**config.mk**
```make
export PLATFORM = sky130hd
export DESIGN_NAME = vend_coin_feeder_flat
export DESIGN_NICKNAME = d
export VERILOG_FILES = /design/src/rtl/vend_coin_feeder_if.sv /design/src/rtl/vend_coin_feeder.sv /design/src/flat_wrapper.sv
export SDC_FILE = /design/constraint.sdc
export NUM_CORES = 1
export LEC_CHECK = 0
export CAP_MARGIN = 15
export CELL_PAD_IN_SITES_DETAIL_PLACEMENT = 0
export CELL_PAD_IN_SITES_GLOBAL_PLACEMENT = 1
export CORE_ASPECT_RATIO = 0.75
export CORE_MARGIN = 2
export CORE_UTILIZATION = 41
export DETAILED_ROUTE_END_ITERATION = 16
export PLACE_DENSITY_LB_ADDON = 0.12
export SKIP_CTS_REPAIR_TIMING = 1
export SYNTH_ARGS = -nofsm -noshare
export SYNTH_HDL_FRONTEND = slang
export SYNTH_SLANG_ARGS = --single-unit
export TNS_END_PERCENT = 50
```
**constraint.sdc**
```tcl
create_clock -name clk -period 2.3 [get_ports clk]
set_input_delay 0.23 -clock clk [delete_from_list [all_inputs] [get_ports clk]]
set_output_delay 0.23 -clock clk [all_outputs]
set_load 0.02 [all_outputs]
```
**src/rtl/vend_coin_feeder_if.sv**
```systemverilog
// Request/coin bus bundle between a payer (vend_coin_feeder) and its requester and vending machine.
// VEND_FEEDER_ABORT_EN adds the abort request line.
interface vend_coin_feeder_if #(
  parameter int unsigned AMT_W = 4
);
  logic             start;
  logic [AMT_W-1:0] amount;
  logic             prefer2;
  logic             pr;
  logic             ch;
`ifdef VEND_FEEDER_ABORT_EN
  logic             abort;
`endif
  logic [1:0]       coin;
  logic             busy;
  logic             done;
  logic             got_product;
  logic             got_change;
  logic             timeout_err;
  logic [AMT_W-1:0] leftover;

  modport master (
`ifdef VEND_FEEDER_ABORT_EN
    input  abort,
`endif
    input  start, amount, prefer2, pr, ch,
    output coin, busy, done, got_product, got_change, timeout_err, leftover
  );

  modport slave (
`ifdef VEND_FEEDER_ABORT_EN
    output abort,
`endif
    output start, amount, prefer2, pr, ch,
    input  coin, busy, done, got_product, got_change, timeout_err, leftover
  );
endinterface

```
**src/rtl/vend_coin_feeder.sv**
```systemverilog
// Payer-side coin feeder: pays a requested amount as gapped coin pulses and reports the outcome.
// Optional macro VEND_FEEDER_ABORT_EN enables the abort input.
module vend_coin_feeder #(
  parameter int unsigned AMT_W        = 4,
  parameter int unsigned GAP_CYCLES   = 1,
  parameter int unsigned RESP_TIMEOUT = 20,
  parameter int unsigned TMR_W        = 5
) (
  input logic               clk,
  input logic               rstn,
  vend_coin_feeder_if.master bus
);

  typedef enum logic [2:0] {StIdle, StDrive, StGap, StWait, StDone} state_e;

  localparam logic [TMR_W-1:0] GapLast  = TMR_W'(GAP_CYCLES - 1);
  localparam logic [TMR_W-1:0] WaitLast = TMR_W'(RESP_TIMEOUT - 1);

  state_e           state_q, state_d;
  logic [TMR_W-1:0] timer_q, timer_d;
  logic [AMT_W-1:0] rem_q, rem_d;
  logic             pref_q, pref_d;
  logic [1:0]       coin_q, coin_d;
  logic             busy_q, busy_d;
  logic             done_q, done_d;
  logic             got_product_q, got_product_d;
  logic             got_change_q, got_change_d;
  logic             timeout_err_q, timeout_err_d;
  logic [AMT_W-1:0] leftover_q, leftover_d;
  logic             abort_req;
  logic             active;

`ifdef VEND_FEEDER_ABORT_EN
  assign abort_req = bus.abort;
`else
  assign abort_req = 1'b0;
`endif

  function automatic logic [1:0] pick_coin(input logic pref, input logic [AMT_W-1:0] r);
    return (pref && (r > AMT_W'(1))) ? 2'd2 : 2'd1;
  endfunction

  assign active = (state_q == StDrive) || (state_q == StGap) || (state_q == StWait);

  always_comb begin
    state_d       = state_q;
    timer_d       = timer_q;
    rem_d         = rem_q;
    pref_d        = pref_q;
    coin_d        = 2'd0;
    got_product_d = got_product_q;
    got_change_d  = got_change_q;
    timeout_err_d = timeout_err_q;
    leftover_d    = leftover_q;

    case (state_q)
      StIdle: begin
        if (bus.start) begin
          pref_d        = bus.prefer2;
          rem_d         = bus.amount;
          got_product_d = 1'b0;
          got_change_d  = 1'b0;
          timeout_err_d = 1'b0;
          leftover_d    = '0;
          if (bus.amount == '0) begin
            state_d = StDone;
          end else begin
            // coin_q is registered, so the coin is chosen here to appear in the DRIVE cycle
            coin_d  = pick_coin(bus.prefer2, bus.amount);
            rem_d   = bus.amount - AMT_W'(coin_d);
            state_d = StDrive;
          end
        end
      end
      StDrive: begin
        state_d = StGap;
        timer_d = '0;
      end
      StGap: begin
        if (timer_q == GapLast) begin
          if (rem_q != '0) begin
            coin_d  = pick_coin(pref_q, rem_q);
            rem_d   = rem_q - AMT_W'(coin_d);
            state_d = StDrive;
          end else begin
            state_d = StWait;
            timer_d = '0;
          end
        end else begin
          timer_d = timer_q + 1'b1;
        end
      end
      StWait: begin
        if (timer_q == WaitLast) begin
          timeout_err_d = 1'b1;
          state_d       = StDone;
        end else begin
          timer_d = timer_q + 1'b1;
        end
      end
      StDone: begin
        state_d = StIdle;
      end
      default: begin
        state_d = StIdle;
      end
    endcase

    // pr beats both timeout and abort; a coin already on the bus finishes its cycle
    if (active && (bus.pr || abort_req)) begin
      got_product_d = bus.pr;
      got_change_d  = bus.pr & bus.ch;
      timeout_err_d = 1'b0;
      coin_d        = 2'd0;
      rem_d         = rem_q;
      timer_d       = '0;
      state_d       = StDone;
    end

    if (state_d == StDone) begin
      leftover_d = rem_d;
    end

    busy_d = (state_d != StIdle);
    done_d = (state_d == StDone);
  end

  always_ff @(posedge clk or negedge rstn) begin
    if (!rstn) begin
      state_q       <= StIdle;
      timer_q       <= '0;
      rem_q         <= '0;
      pref_q        <= 1'b0;
      coin_q        <= 2'd0;
      busy_q        <= 1'b0;
      done_q        <= 1'b0;
      got_product_q <= 1'b0;
      got_change_q  <= 1'b0;
      timeout_err_q <= 1'b0;
      leftover_q    <= '0;
    end else begin
      state_q       <= state_d;
      timer_q       <= timer_d;
      rem_q         <= rem_d;
      pref_q        <= pref_d;
      coin_q        <= coin_d;
      busy_q        <= busy_d;
      done_q        <= done_d;
      got_product_q <= got_product_d;
      got_change_q  <= got_change_d;
      timeout_err_q <= timeout_err_d;
      leftover_q    <= leftover_d;
    end
  end

  assign bus.coin        = coin_q;
  assign bus.busy        = busy_q;
  assign bus.done        = done_q;
  assign bus.got_product = got_product_q;
  assign bus.got_change  = got_change_q;
  assign bus.timeout_err = timeout_err_q;
  assign bus.leftover    = leftover_q;

endmodule
```
**src/flat_wrapper.sv**
```systemverilog
// flat-port wrapper written by rule: the top's interface ports become plain ports
module vend_coin_feeder_flat 
#(
  parameter int unsigned AMT_W        = 4,
  parameter int unsigned GAP_CYCLES   = 1,
  parameter int unsigned RESP_TIMEOUT = 20,
  parameter int unsigned TMR_W        = 5
)
  (clk, rstn, bus_start, bus_amount, bus_prefer2, bus_pr, bus_ch, bus_coin, bus_busy, bus_done, bus_got_product, bus_got_change, bus_timeout_err, bus_leftover);
  vend_coin_feeder_if #(.AMT_W(AMT_W)) bus_i ();
  input logic clk;
  input logic rstn;
  input wire logic [$bits(bus_i.start)-1:0] bus_start;
  input wire logic [$bits(bus_i.amount)-1:0] bus_amount;
  input wire logic [$bits(bus_i.prefer2)-1:0] bus_prefer2;
  input wire logic [$bits(bus_i.pr)-1:0] bus_pr;
  input wire logic [$bits(bus_i.ch)-1:0] bus_ch;
  output wire logic [$bits(bus_i.coin)-1:0] bus_coin;
  output wire logic [$bits(bus_i.busy)-1:0] bus_busy;
  output wire logic [$bits(bus_i.done)-1:0] bus_done;
  output wire logic [$bits(bus_i.got_product)-1:0] bus_got_product;
  output wire logic [$bits(bus_i.got_change)-1:0] bus_got_change;
  output wire logic [$bits(bus_i.timeout_err)-1:0] bus_timeout_err;
  output wire logic [$bits(bus_i.leftover)-1:0] bus_leftover;
  assign bus_i.start = bus_start;
  assign bus_i.amount = bus_amount;
  assign bus_i.prefer2 = bus_prefer2;
  assign bus_i.pr = bus_pr;
  assign bus_i.ch = bus_ch;
  assign bus_coin = bus_i.coin;
  assign bus_busy = bus_i.busy;
  assign bus_done = bus_i.done;
  assign bus_got_product = bus_i.got_product;
  assign bus_got_change = bus_i.got_change;
  assign bus_timeout_err = bus_i.timeout_err;
  assign bus_leftover = bus_i.leftover;
  vend_coin_feeder #(.AMT_W(AMT_W), .GAP_CYCLES(GAP_CYCLES), .RESP_TIMEOUT(RESP_TIMEOUT), .TMR_W(TMR_W)) u_core (.clk(clk), .rstn(rstn), .bus(bus_i));
endmodule
```
# ---- After elaboration in Yosys (flattened, before gate mapping)
# Cells that the tools add are included.
dict set report op_classes {
  n_addsub 3
  order_cmp 2
  eq_ne 9
  muxes 36
  bitwise_logic 1
  n_reduce_logical 21
}
# operator count
set ops {}
lappend ops {{4-bit 2-to-1 mux} 8}
lappend ops {{5-bit 2-to-1 mux} 4}
lappend ops {{2-bit 2-to-1 mux} 8}
lappend ops {{3-bit 2-to-1 mux} 5}
lappend ops {{5-bit case mux with 3 select lines} 1}
lappend ops {{3-bit case mux with 4 select lines} 1}
lappend ops {{4-bit by 1-bit > comparator with 1-bit output (second input constant)} 2}
lappend ops {{4-bit case mux with 2 select lines} 1}
lappend ops {{2-bit nonzero test} 4}
lappend ops {{4-bit nonzero test} 2}
lappend ops {{4-bit by 2-bit subtractor with 4-bit output} 2}
lappend ops {{3-bit by 2-bit equality test with 1-bit output (second input constant)} 2}
lappend ops {{1-bit 2-to-1 mux} 6}
lappend ops {{3-bit != test (second input constant)} 2}
lappend ops {{2-bit AND reduction} 3}
lappend ops {{3-bit AND reduction} 2}
lappend ops {{3-bit nonzero test} 2}
lappend ops {{5-bit by 1-bit adder with 5-bit output (second input constant)} 1}
lappend ops {{5-bit equality test (second input constant)} 1}
lappend ops {{5-bit logical NOT} 1}
lappend ops {{4-bit logical NOT} 1}
lappend ops {{4-bit != test (second input constant)} 1}
lappend ops {{2-bit case mux with 2 select lines} 1}
lappend ops {{3-bit by 1-bit equality test with 1-bit output (second input constant)} 1}
lappend ops {{7 further kinds} 10}
dict set report totals {
  register_bits 24
  inputBits 10
  elab_cells 83
}

# ---- Logic depth before layout (Yosys ltp)
# Gate-level depths: netlist of run 1.
dict set report depth {
  word_depth 9
  depth_mapped 8
  mapped_depth_nobuf 7
}

# ---- Worst setup path before layout of run 1
# Ideal clock, no wire load.
dict set report synth_path {
  path_kind {reg-to-reg}
  start {register u_core.rem_q[2]}
  end {register u_core.leftover_q[3], in the netlist u_core.bus.leftover[3]}
  setup_ps 122
  arrival_time_ps 1958
  slack_ps 220
  stages_incl_launch_ff 9
  n_path_buf 1
  period_less_slack_ps 2080
  cell_sequence {dfrtp_1 > clkbuf_1 > o31ai_1 > ha_1 > nor2b_1 > o31a_1 > o21ai_0 > a31oi_1 > a32o_1}
}
dict set report synth_via {
  elab_chain_cells 9
  word_cells_on_any_way 18
}
# item line_no
set synth_rtl {}
lappend synth_rtl {{start: declaration} vend_coin_feeder.sv:21} ;# logic [AMT_W-1:0] rem_q, rem_d;
lappend synth_rtl {{start signal: assignment} vend_coin_feeder.sv:144} ;# rem_q <= rem_d;
lappend synth_rtl {{4-bit by 1-bit > comparator with 1-bit output} vend_coin_feeder.sv:40} ;# return (pref && (r > AMT_W'(1))) ? 2'd2 : 2'd1;
lappend synth_rtl {{1-bit logical AND} vend_coin_feeder.sv:40}
lappend synth_rtl {{2-bit 2-to-1 mux} vend_coin_feeder.sv:40}
lappend synth_rtl {{4-bit by 2-bit subtractor with 4-bit output} vend_coin_feeder.sv:83} ;# rem_d = rem_q - AMT_W'(coin_d);
lappend synth_rtl {{4-bit 2-to-1 mux *} vend_coin_feeder.sv:81} ;# if (rem_q != '0) begin
lappend synth_rtl {{4-bit 2-to-1 mux *} vend_coin_feeder.sv:80} ;# if (timer_q == GapLast) begin
lappend synth_rtl {{4-bit case mux with 2 select lines *} vend_coin_feeder.sv:56} ;# case (state_q)
lappend synth_rtl {{4-bit 2-to-1 mux *} vend_coin_feeder.sv:110} ;# if (active && (bus.pr || abort_req)) begin
lappend synth_rtl {{net u_core.rem_d[3]} vend_coin_feeder.sv:21}
lappend synth_rtl {{4-bit 2-to-1 mux *} vend_coin_feeder.sv:120} ;# if (state_d == StDone) begin
lappend synth_rtl {{end signal: assignment} vend_coin_feeder.sv:152} ;# leftover_q <= leftover_d;
lappend synth_rtl {{end: declaration} vend_coin_feeder.sv:29} ;# logic [AMT_W-1:0] leftover_q, leftover_d;
# The timed path passes the listed nets; every way through them passes the cells marked *.
# A chain may end at the register's enable or synchronous reset.

# ---- Worst setup path after layout of run 1
dict set report layout_path {
  start {register u_core.rem_q[1]}
  end {register u_core.leftover_q[3], in the netlist u_core.bus.leftover[3]}
}
# The elaborated chain is that of the path after synthesis.

==> out/metrics.csv, run 1 <==
metric,value,unit
die width,73.8,um
CP Cell Sequence,o31ai_2 -> buf_4 -> ha_1 -> nor2b_1 -> o31a_1 -> o21ai_0 -> a31oi_1 -> a32o_1,
CP Class,reg2reg,
Synth Area in Simple Gates,0.245,
number of diodes,0,
post-route insts no fill,243,
Max Buffers Root-to-Sink,2,
site row count,18,
PwrDens,1220,nW/um^2
Synth Area in XOR/XNOR,0.00585,
Worst Path Max Fanout,3,
critical path depth,8,
Routed WL,4.02,mm
CTS tree,yes,
internal power,1.34,mW
starting density of the core,0.440,
Fin Clk Skew,1.27,ps
Final setup violation count,0,
pre-CTS WS,-33.1,ps
clk_lat worst skew,270,ps
initial antenna violation count,0,
gpl congestion,0.880,
relative slew slack,0.591,
gr ovfl total,0,
largest net degree at the start of global routing,25,
drt wl/cell,16.6,um
WP data required,2470,ps
Sw Ratio,0.429,
outcome,"complete, no violations",
Worst Setup Start Kind,flop,
register area share after synthesis,0.401,
Leak,0.895,nW
I/O Pins,21,
Worst Reg-to-Reg Cells,8,
Critical R2R Launch,u_core.rem_q[1],
top cell type's share of synthesized area,0.401,
synthesis-to-layout area growth,28.7,%
VDD IR max,0.653,mV
Sequential Power Share,0.276,
Clock transition at path regs,90,ps
Syn Nets,172,
worst setup margin,161,ps
Root Buffer,clkbuf_8,
Worst Tran Pin Value,608,ps
Post-Syn Area,1500,um^2
CP max stage delay,400,ps
Die Height,56.3,um
worst setup path startpoint,u_core.rem_q[1],
minimum clock period,2140,ps
max frequency,468,MHz
Mapped Avg Cell Area,9.73,um^2
prevailing post-synth register cell,dfrtp_1,
"Hold Vio Cnt, Final",0,
mux cell area share after synthesis,0.0276,
"top cells by area, synth","dfrtp_1, ha_1, nand2_1, nor2_1, fa_1",
Syn. warnings,0,
DRT antenna net count,0,
critical-path cell with the highest stage delay,dfrtp_1,
HP Class,in2async,
CP Data Arrival Time,2310,ps
vias in the first global route,1366,
Compound-Gate Fraction of Synth Area,0.197,
FF-to-FF End,u_core.bus.leftover[3],
CP Buf/Inv Count,1,
"most common cell after layout, fill and taps aside",dfrtp_1,
CTS Sinks,24,
Crit. End Element,flop,
Top delay family on crit path,compound AO/OA/AOI/OAI gates,
largest family of logic cells by synthesized area,simple AND/OR/NAND/NOR gates,
number of synthesized flops with an enable pin,0,
Avg Vias per Cell,5.50,
Clk pwr share,0.128,
HPWL Detailed,3.13,mm
Tcrit/Tclk final,0.930,
"commonest cells after routing, fill and taps aside","dfrtp_1, nand2_1, clkdlybuf4s50_1",
combinational share of power,0.596,
starting DRC count in detailed routing,88,
post-synthesis adder-cell area fraction,0.0769,
crit path to,u_core.bus.leftover[3],
flop2flop setup slack,160,ps
Die ar.,4160,um^2
placed insts,239,
first-pass GRT wire length,6.93,mm
Seq cells post-synth,24,
synth unique cells,49,
core area,3400,um^2
drt first pass iters,4,
layout cells sized above 1,0.192,
GRT Util Overall,0.217,
via count,1336,
H-tree depth,1,
Buffers on Ports,20,
total of max-cap violations,0,
switching power,1.01,mW
total CTS buffers,3,
post-synth top area cell,dfrtp_1,
nets@finish,212,
ys async rst share,1.00,
fin. max-slew vios,0,
# DRC,0,
Util after Layout,0.567,
overall power,2.35,mW
Gate Count Post-Synth,154,
==> cells by family (layout without fill, tap and decap cells) <==
family,count (synthesis),in the layout
flops,24,24
simple gates,65,65
xor+xnor,1,1
mux,4,4
compound gates,40,40
fa+ha+maj,8,8
buf+inv,12,51
==> power by group through the flow <==
stage	Sequential [mW]	Clock, mW	Combinational, mW
floorplan	0.740	0	0.785
global placement	0.647	0	1.36
detailed placement	0.652	0	1.38
CTS	0.647	0.303	1.39
global route	0.669	0.326	1.55
finish	0.650	0.300	1.40
==> worst min-delay path by stage <==
stage / from / depth (start not counted) / slack, ps / to
final: rstn / 2 / 310 / u_core.timer_q[2]
after global routing: rstn / 2 / 350 / u_core.timer_q[1]
after CTS: rstn / 2 / 320 / u_core.bus.leftover[2]
after detailed placement: u_core.bus.got_product / 2 / 480 / u_core.bus.got_product
after global placement: u_core.bus.got_product / 2 / 460 / u_core.bus.got_product
after floorplan: rstn / 0 / -70 / u_core.bus.busy
==> synth_stat cells, types with 2 or more instances <==
library cell  count
or4_1             2
a21oi_1           3
nand3_1           6
nor2_1           12
o22a_1            2
mux2i_1           3
a21o_1            4
o31a_1            2
buf_6             2
nand2_1          20
fa_1              2
a31oi_1           2
o21ai_0           8
nor3b_1           2
ha_1              6
nor3_1            4
nor2b_1           5
o31ai_1           4
inv_1             8
dfrtp_1          24
nor4_1            4
a22oi_1           2
==> area by class of cell <==
class | count | area [um^2]
Fill cell | 298 | 1470
Multi-Input combinational cell | 118 | 837
Sequential cell | 24 | 601
Timing Repair Buffer | 39 | 343
Tap cell | 50 | 62.6
Clock buffer | 4 | 55.1
Inverter | 8 | 30.0
==> per-layer routing <==
layer,part of all wire,track usage,wire (um),up-vias
li1,-,-,-,640
met1,0.50,0.337,2010,661
met2,0.44,0.315,1770,31
met3,0.052,0.0431,209,4
met4,0.0060,0.0312,24,0
met5,0,0,0,-
==> sequential cells by signal, summed over array words and instances, names as in the netlist <==
register / flops
u_core.bus.busy: 1
u_core.state_q: 3
u_core.bus.got_product: 1
u_core.bus.coin: 2
u_core.timer_q: 5
u_core.rem_q: 4
u_core.bus.got_change: 1
u_core.pref_q: 1
u_core.bus.leftover: 4
u_core.bus.timeout_err: 1
u_core.bus.done: 1
==> through the flow <==
step / TNS (ps) / instance area, um^2 / hold WS, ps
6_report: 0 / 1930 / 310
4_1_cts: 0 / 1920 / 319
2_1_floorplan: 0 / 1500 / -65.6
5_1_grt: -0.0604 / 1930 / 347
3_5_place_dp: -75.8 / 1860 / 476
3_3_place_gp: -16.6 / 1860 / 464
No activity file was read; power rests on OpenSTA's default activity.
==> run 2, diff against run 1 <==
--- a/config.mk
+++ b/config.mk
@@ -9,7 +9,7 @@
 export CELL_PAD_IN_SITES_DETAIL_PLACEMENT = 0
 export CELL_PAD_IN_SITES_GLOBAL_PLACEMENT = 1
 export CORE_ASPECT_RATIO = 0.75
-export CORE_MARGIN = 2
+export CORE_MARGIN = 5
 export CORE_UTILIZATION = 41
 export DETAILED_ROUTE_END_ITERATION = 16
 export PLACE_DENSITY_LB_ADDON = 0.12
==> run 2 against run 1 <==
Net effect:
- clock skew up 6.2 ps
- sequential share of layout area up 0.16 points
- utilization down 3.3 points
- sequential cell count unchanged
- count of clock-buffer cells in the layout unchanged
- wire length about the same
- first-iteration DRC count up 34%
- hold slack better by 6.8 ps
- total power down 1.1%
- critical endpoint unchanged
- largest cell class unchanged
==> out/metrics.csv, run 2 (synthesized netlist as in run 1, its figures left out) <==
metric,value,unit
outcome,"complete, no violations",
PwrDens,1210,nW/um^2
gpl congestion,0.845,
WP data required,2460,ps
starting DRC count in detailed routing,118,
Worst Path Max Fanout,6,
DRT antenna net count,0,
"commonest cells after routing, fill and taps aside","dfrtp_1, nand2_1, clkdlybuf4s50_1",
drt first pass iters,4,
gr ovfl total,0,
"most common cell after layout, fill and taps aside",dfrtp_1,
CP Data Arrival Time,2340,ps
Leak,0.890,nW
GRT Util Overall,0.172,
Root Buffer,clkbuf_8,
starting density of the core,0.417,
layout cells sized above 1,0.182,
die width,79.8,um
H-tree depth,1,
Worst Tran Pin Value,600,ps
I/O Pins,21,
Routed WL,4.02,mm
nets@finish,211,
largest net degree at the start of global routing,25,
CTS Sinks,24,
Buffers on Ports,20,
Critical R2R Launch,u_core.rem_q[1],
initial antenna violation count,0,
Fin Clk Skew,7.44,ps
Largest Register,u_core.timer_q,
"Hold Vio Cnt, Final",0,
flop2flop setup slack,120,ps
Avg Vias per Cell,5.48,
max frequency,459,MHz
vias in the first global route,1392,
core area,3590,um^2
worst setup path startpoint,u_core.rem_q[1],
HPWL Detailed,3.10,mm
first-pass GRT wire length,6.74,mm
max FFs per register,5,
# DRC,0,
Clock transition at path regs,90,ps
Die ar.,4970,um^2
pre-CTS WS,-76.6,ps
minimum clock period,2180,ps
site row count,19,
post-route setup TNS,0,ps
CTS tree,yes,
drt wl/cell,16.5,um
relative slew slack,0.596,
FF-to-FF End,u_core.bus.leftover[3],
total of max-cap violations,0,
crit path to,u_core.bus.leftover[3],
Worst Setup Start Kind,flop,
Max Buffers Root-to-Sink,2,
FILL cells,338,
Die Height,62.3,um
RSZ-0062 raised after global routing,no,
synthesis-to-layout area growth,28.1,%
number of diodes,0,
fin. max-slew vios,0,
via count,1337,
Tcrit/Tclk final,0.947,
total CTS buffers,3,
Worst Reg-to-Reg Cells,8,
Final setup violation count,0,
VDD IR max,0.741,mV
clk_lat worst skew,270,ps
HP Class,in2async,
Crit. End Element,flop,
CP Class,reg2reg,
worst setup margin,122,ps
-- run 2: routing by layer --
layer,track usage,routed length (um),part of all wire,vias up
met3,0.0347,169,0.042,2
met5,0,0,0,-
met2,0.245,1710,0.42,39
met4,0.0338,18,0.0045,0
li1,-,-,-,645
met1,0.268,2130,0.53,651
-- run 2: final cells by class --
type | count | area, um^2 | share of cell area
Multi-Input combinational cell | 118 | 832 | 0.434
Tap cell | 52 | 65.1 | 0.0339
Sequential cell | 24 | 601 | 0.313
Inverter | 8 | 30.0 | 0.0157
Timing Repair Buffer | 38 | 335 | 0.175
Clock buffer | 4 | 55.1 | 0.0287
-- run 2: through the flow --
stage | hold WS [ps] | cell area [um^2] | power [mW] | util | cells
floorplan | -65.6 | 1500 | 1.53 | - | 154
global placement | 462 | 1860 | 2.00 | 0.518 | 240
detailed placement | 472 | 1860 | 2.01 | 0.518 | 240
CTS | 331 | 1910 | 2.32 | 0.533 | 244
global route | 360 | 1920 | 2.50 | 0.534 | 244
finish | 316 | 1920 | 2.33 | 0.534 | 244
-- run 2: how the worst min path moves through the flow --
| stage | endpoint | cells past startpoint | slack (ps) | start |
|---|---|---|---|---|
| 2_1_floorplan | u_core.bus.busy | 0 | -70 | rstn |
| 3_3_place_gp | u_core.bus.got_product | 2 | 460 | u_core.bus.got_product |
| 3_5_place_dp | u_core.bus.got_product | 2 | 470 | u_core.bus.got_product |
| 4_1_cts | u_core.timer_q[4] | 2 | 330 | rstn |
| 5_1_grt | u_core.timer_q[0] | 2 | 360 | rstn |
| 6_report | u_core.timer_q[4] | 2 | 320 | rstn |
-- run 2: worst max-delay path, cell delays in order (launching register included) --
cell	delay [ps]
dfrtp_1	460
o31ai_2	310
buf_4	170
ha_1	180
nor2b_1	70
o31a_1	240
o21ai_0	250
a31oi_1	160
a32o_1	230
-- run 2: power breakdown --
group / switching, mW / total (mW) / internal, mW
registers: 0.0932 / 0.655 / 0.562
clock network: 0.139 / 0.292 / 0.153
logic: 0.764 / 1.38 / 0.614
total: 0.997 / 2.33 / 1.33
